`src/rtl/rv32i_types.sv`:
```
// Shared RV32I pipeline types: IF/ID bundle and the fetch request FSM states.
package rv32i_types;

  localparam logic [31:0] FETCH_RESET_PC = 32'h1eceb000;

  typedef struct packed {
    logic [31:0] pc;
    logic        valid;
  } if_id_stage_reg_t;

  typedef enum logic [1:0] {
    IDLE,
    WAIT,
    DRAIN
  } fetch_state_t;

  // Fetch addresses are always word aligned.
  function automatic logic [31:0] word_align(input logic [31:0] a);
    return {a[31:2], 2'b00};
  endfunction

endpackage

```
`src/rtl/fetch_stage_fifo.sv`:
```
// Two-entry FIFO between instruction memory and decode, with synchronous clear.
module fetch_fifo #(
  parameter int W = 64
) (
  input  logic         clk,
  input  logic         rst,
  input  logic         clr,
  input  logic         push,
  input  logic         pop,
  input  logic [W-1:0] wdata,
  output logic [W-1:0] rdata,
  output logic         full,
  output logic         empty,
  output logic [1:0]   count
);

  logic [W-1:0] mem_q [2];
  logic [W-1:0] mem_d [2];
  logic         wptr_q, wptr_d;
  logic         rptr_q, rptr_d;
  logic [1:0]   cnt_q, cnt_d;
  logic         push_ok, pop_ok;

  assign full  = (cnt_q == 2'd2);
  assign empty = (cnt_q == 2'd0);
  assign count = cnt_q;
  assign rdata = mem_q[rptr_q];

  // A push into a full FIFO is accepted only when the head leaves the same cycle.
  assign push_ok = push & (~full | pop);
  assign pop_ok  = pop & ~empty;

  // Pointer/count update; clear wins over push and pop.
  always_comb begin
    mem_d  = mem_q;
    wptr_d = wptr_q;
    rptr_d = rptr_q;
    cnt_d  = cnt_q;
    if (clr) begin
      wptr_d = 1'b0;
      rptr_d = 1'b0;
      cnt_d  = 2'd0;
    end else begin
      if (push_ok) begin
        mem_d[wptr_q] = wdata;
        wptr_d        = ~wptr_q;
      end
      if (pop_ok) rptr_d = ~rptr_q;
      case ({push_ok, pop_ok})
        2'b10:   cnt_d = cnt_q + 2'd1;
        2'b01:   cnt_d = cnt_q - 2'd1;
        default: cnt_d = cnt_q;
      endcase
    end
  end

  // Control state with synchronous reset.
  always_ff @(posedge clk) begin
    if (rst) begin
      wptr_q <= 1'b0;
      rptr_q <= 1'b0;
      cnt_q  <= 2'd0;
    end else begin
      wptr_q <= wptr_d;
      rptr_q <= rptr_d;
      cnt_q  <= cnt_d;
    end
  end

  // Data storage needs no reset; empty entries are never presented as valid.
  always_ff @(posedge clk) begin
    mem_q <= mem_d;
  end

endmodule

```
`src/rtl/fetch_stage.sv`:
```
// Instruction fetch: owns the fetch PC, issues one request at a time and
// buffers responses in a 2-entry FIFO presented to decode as IF/ID.
module fetch_stage
  import rv32i_types::*;
#(
  parameter logic [31:0] RESET_PC = FETCH_RESET_PC
) (
  input  logic             clk,
  input  logic             rst,
  output logic [31:0]      imem_addr,
  output logic [3:0]       imem_rmask,
  input  logic [31:0]      imem_rdata,
  input  logic             imem_resp,
  input  logic             stall_signal,
  input  logic             freeze_stall,
  input  logic             flush_pipeline,
  input  logic [31:0]      redirect_pc,
  output if_id_stage_reg_t if_id,
  output logic [31:0]      imem_rdata_id,
  output logic             imem_resp_id
);

  fetch_state_t state_q, state_d;
  logic [31:0]  fetch_pc_q, fetch_pc_d;
  logic [31:0]  addr_q, addr_d;
  logic [3:0]   rmask_q, rmask_d;

  logic         push, pop, advance;
  logic         fifo_full, fifo_empty;
  logic [1:0]   fifo_cnt, cnt_nxt;
  logic [63:0]  head;

  assign advance = ~fifo_empty & ~stall_signal & ~freeze_stall;
  assign pop     = advance & ~flush_pipeline;

  fetch_fifo #(.W(64)) u_fifo (
    .clk   (clk),
    .rst   (rst),
    .clr   (flush_pipeline),
    .push  (push),
    .pop   (pop),
    .wdata ({fetch_pc_q, imem_rdata}),
    .rdata (head),
    .full  (fifo_full),
    .empty (fifo_empty),
    .count (fifo_cnt)
  );

  assign if_id.pc      = head[63:32];
  assign if_id.valid   = ~fifo_empty;
  assign imem_rdata_id = head[31:0];
  assign imem_resp_id  = ~fifo_empty;
  assign imem_addr     = addr_q;
  assign imem_rmask    = rmask_q;

  // Next-state: retire/drop the response, then re-issue straight from IDLE
  // whenever the FIFO will still have a free slot, so the request appears
  // the cycle after a response (or after a flush/reset).
  always_comb begin
    state_d    = state_q;
    fetch_pc_d = fetch_pc_q;
    addr_d     = addr_q;
    rmask_d    = rmask_q;
    push       = 1'b0;
    if (flush_pipeline) fetch_pc_d = word_align(redirect_pc);
    case (state_q)
      WAIT: begin
        if (imem_resp) begin
          if (!flush_pipeline) begin
            push       = ~fifo_full | pop;
            fetch_pc_d = fetch_pc_q + 32'd4;
          end
          state_d = IDLE;
        end else if (flush_pipeline) begin
          state_d = DRAIN;
        end
      end
      DRAIN:   if (imem_resp) state_d = IDLE;
      default: state_d = IDLE;
    endcase
    if (flush_pipeline) cnt_nxt = 2'd0;
    else begin
      case ({push, pop})
        2'b10:   cnt_nxt = fifo_cnt + 2'd1;
        2'b01:   cnt_nxt = fifo_cnt - 2'd1;
        default: cnt_nxt = fifo_cnt;
      endcase
    end
    if (state_d == IDLE) begin
      if (cnt_nxt != 2'd2) begin
        state_d = WAIT;
        addr_d  = fetch_pc_d;
        rmask_d = 4'hF;
      end else begin
        rmask_d = 4'h0;
      end
    end
  end

  // FSM and registered memory-request outputs.
  always_ff @(posedge clk) begin
    if (rst) begin
      state_q    <= IDLE;
      fetch_pc_q <= RESET_PC;
      addr_q     <= RESET_PC;
      rmask_q    <= 4'h0;
    end else begin
      state_q    <= state_d;
      fetch_pc_q <= fetch_pc_d;
      addr_q     <= addr_d;
      rmask_q    <= rmask_d;
    end
  end

endmodule

```
`config.mk`:
```
export PLATFORM = sky130hd
export DESIGN_NAME = fetch_stage
export DESIGN_NICKNAME = d
export VERILOG_FILES = /design/src/rtl/rv32i_types.sv /design/src/rtl/fetch_stage_fifo.sv /design/src/rtl/fetch_stage.sv
export SDC_FILE = /design/constraint.sdc
export NUM_CORES = 1
export LEC_CHECK = 0
export CAP_MARGIN = 25
export CORE_ASPECT_RATIO = 2
export CORE_MARGIN = 2
export CORE_UTILIZATION = 46
export DETAILED_ROUTE_END_ITERATION = 7
export GPL_ROUTABILITY_DRIVEN = 0
export PLACE_DENSITY = 0.76
export SETUP_SLACK_MARGIN = 0.4
export SLEW_MARGIN = 20
export SYNTH_ARGS = -nofsm -noshare
export SYNTH_HDL_FRONTEND = slang
export SYNTH_SLANG_ARGS = --single-unit
```
`constraint.sdc`:
```
create_clock -name clk -period 4.9 [get_ports clk]
set_input_delay 0.98 -clock clk [delete_from_list [all_inputs] [get_ports clk]]
set_output_delay 0.98 -clock clk [all_outputs]
set_load 0.02 [all_outputs]
```
==> flow_summary.ini <==
[drt]
ant_nets = 0
detail_route.wirelength_um = 18100
drt_iter0_drc = 215
wl_per_cell_um = 18.7
viasPerCell = 5.53
drtPass1Iterations = 4
vias = 5353
drc = 0

[synth]
synth_edf_count = 128
ys_top_cells_by_count = 128 x edfxtp_1, 71 x dfxtp_1, 70 x mux2_2
ys.flop_type = edfxtp_1
synth_area_sq_um = 8100
syn_inst = 586
yosys.cell_count.top_type = edfxtp_1
yosys.area.top_type = edfxtp_1
yosysWarnings = 0
synth_top_cells_by_area = edfxtp_1 47%, dfxtp_1 18%, mux2_2 9.7%
syn_area_per_cell_sq_um = 13.8
ys_ff_latch = 199
netlist.area_leader.share_pct = 47.5
async_flop_share_pct = 0
ys_seq_area_share_pct = 65.0
mappedNetlistNets = 664
ys_types = 56

[pwr]
total_power_mw = 3.59
power_density_nw_per_um2 = 341
ir_worst_vdd_uv = 222
p_leak_nw = 3.72

[floorplan]
start_util_pct = 46.9
ioPinCount = 172
die-height_um = 192
coreArea_sq_um = 17300
chipWidth_um = 97.8
rows = 68
dieArea_sq_um = 18700

[clock_network]
ctsResizeCount = 0
cts.path.max_buffers = 2
clk_root_buffer_cell = clkbuf_16
cts-buffers-inserted = 17
tritoncts = yes
insertion_delay_ns = 0.43
cts.reportedPaths.clkPinSlew_ns = 0.08
htreeDepth = 4
cts_sinks = 199
post_cts_buffers = 0
ctsHoldBuffers = 0

[critical_path]
cp_num_buf_inv = 2
slowest_delay_ns = 0.58
startpoint_type = input port
worstSetupEndpointType = register
critPathKind = input port to register
slowest_stage = or4_1
crit_required_ns = 5.25
arrival_ns = 4.04
cpLargestDelayFamily = compound AO/OA/AOI/OAI gates
crit_fanout = 13
path_cells = clkdlybuf4s50_1 > or4_1 > a211o_1 > ha_1 > o31a_1 > a21oi_2 > buf_4 > o211ai_1 > a21oi_1

[cells_and_area]
layout-drive-gt1-share_pct = 17.7
design_area_sq_um = 10500
diodes = 0
fin_nets = 823
syn2layout_area_growth_pct = 29.8
final_core_util_pct = 60.9

[global_routing]
grt_max_degree = 65
grt_overflow_total = 0
grt_pass1_vias = 5586
antenna_found_initial = 0
track_usage_pct = 19.6
grt_pass1_wl_um = 28600

[sta]
skew_ns = 0.0133
slew_headroom_pct = 41.8
fmax_ghz = 0.272
period_minus_slack_ns = 3.68
drv_slew = 0
rsz0062_at_grt = false
hold_violations = 0
period_share_pct = 75.2
whs_ns = 0.464
setup_viol = 0
tightest_slew_ns = 0.873

[outcome]
status = complete, no violations

[place]
port_buffers = 169
dpl_cell_area_sq_um = 9940
post-dp-hpwl_um = 12800

[run]
maxCapViolCount = 0

[hold_path]
hold_class = register to register
## power breakdown
group | total (mW) | switching [mW] | internal [mW] | leakage, nW
combinational | 0.353 | 0.174 | 0.180 | 1.67
clock | 1.35 | 0.644 | 0.704 | 0.289
sequential | 1.89 | 0.0435 | 1.84 | 1.76
total | 3.59 | 0.862 | 2.73 | 3.72
## metrics by stage
stage                     instances  TNS [ns]  setup slack (ns)
after global routing            968         0              1.11
after floorplan                 586    -53.32            -0.417
final                           968         0              1.22
after global placement          936         0             0.878
after CTS                       968         0              1.23
after detailed placement        936         0             0.790
## cell families after synthesis
logic type / count (synthesis) / share of synthesized area, %
AND/OR/NAND/NOR: 133 / 9.34
XOR/XNOR: 13 / 1.41
multiplexers: 80 / 11.0
buffers and inverters: 51 / 2.97
AO/OA/AOI/OAI: 102 / 9.04
flip-flops: 199 / 65.0
adder cells (fa/ha/maj): 8 / 1.24
## worst register-to-register path, stage by stage, from the launching register on
cell      delay [ns]
dfxtp_1         0.39
inv_1           0.09
ha_1            0.22
or4_1           0.62
a211o_1         0.46
ha_1            0.36
o31a_1          0.31
a21oi_2         0.38
buf_4           0.30
o211ai_1        0.12
a21oi_1         0.16
## flip-flops by register name, summed over array words and instances, names as in the netlist
| signal | count |
|---|---|
| fetch_pc_q | 32 |
| imem_addr | 32 |
| imem_rmask | 1 |
| state_q | 2 |
| u_fifo.count | 2 |
| u_fifo.mem_q | 128 |
| u_fifo.rptr_q | 1 |
| u_fifo.wptr_q | 1 |
## placed cells by master, fill, tap and decap left out, types with 5 or more instances in the layout
cell type / Yosys / layout
clkdlybuf4s50_1: 0 / 167
edfxtp_1: 128 / 128
mux2_2: 70 / 70
dfxtp_1: 71 / 70
nand2_1: 23 / 23
a21oi_1: 21 / 21
nor3_1: 18 / 18
nand3_1: 17 / 17
clkbuf_16: 0 / 17
nor2_1: 17 / 15
inv_1: 12 / 12
mux2i_1: 10 / 10
o31ai_1: 10 / 10
o21ai_0: 10 / 10
buf_4: 5 / 10
nand2b_1: 9 / 9
and2_1: 8 / 8
a31oi_1: 8 / 8
xnor2_1: 8 / 8
ha_1: 8 / 8
nand4_1: 7 / 7
o21a_1: 7 / 7
and4_1: 6 / 6
and3_1: 6 / 6
or4_1: 5 / 5
a211o_1: 5 / 5
xor2_1: 5 / 5
or2_2: 5 / 5
a21o_1: 5 / 5
o211ai_1: 5 / 5
inv_6: 0 / 5
inv_8: 0 / 5
## final timing paths
| check | from | endpoint | slack, ns | cells after the start |
|---|---|---|---|---|
| setup / recovery | stall_signal | imem_addr[5] | 1.22 | 9 |
| hold reg to reg | imem_addr[2] | imem_addr[2] | 0.46 | 2 |
| hold / removal | imem_addr[2] | imem_addr[2] | 0.46 | 2 |
| setup reg to reg | u_fifo.count[0] | imem_addr[5] | 1.42 | 10 |
## layout make-up
| cell class | instances | area (sq um) |
|---|---|---|
| Clock inverter | 13 | 123 |
| Sequential cell | 199 | 5270 |
| Inverter | 12 | 45.0 |
| Tap cell | 210 | 263 |
| Fill cell | 1357 | 6760 |
| Clock buffer | 19 | 453 |
| Timing Repair Buffer | 179 | 1760 |
| Multi-Input combinational cell | 336 | 2610 |
## metal layers
| metal | GRT usage [%] | routed length (um) | up-vias |
|---|---|---|---|
| met1 | 20.9 | 6780 | 2641 |
| met5 | 0 | 0 | - |
| met2 | 36.4 | 10100 | 146 |
| li1 | - | - | 2529 |
| met3 | 3.75 | 675 | 37 |
| met4 | 9.83 | 627 | 0 |
(Power assumes the default switching activity.)
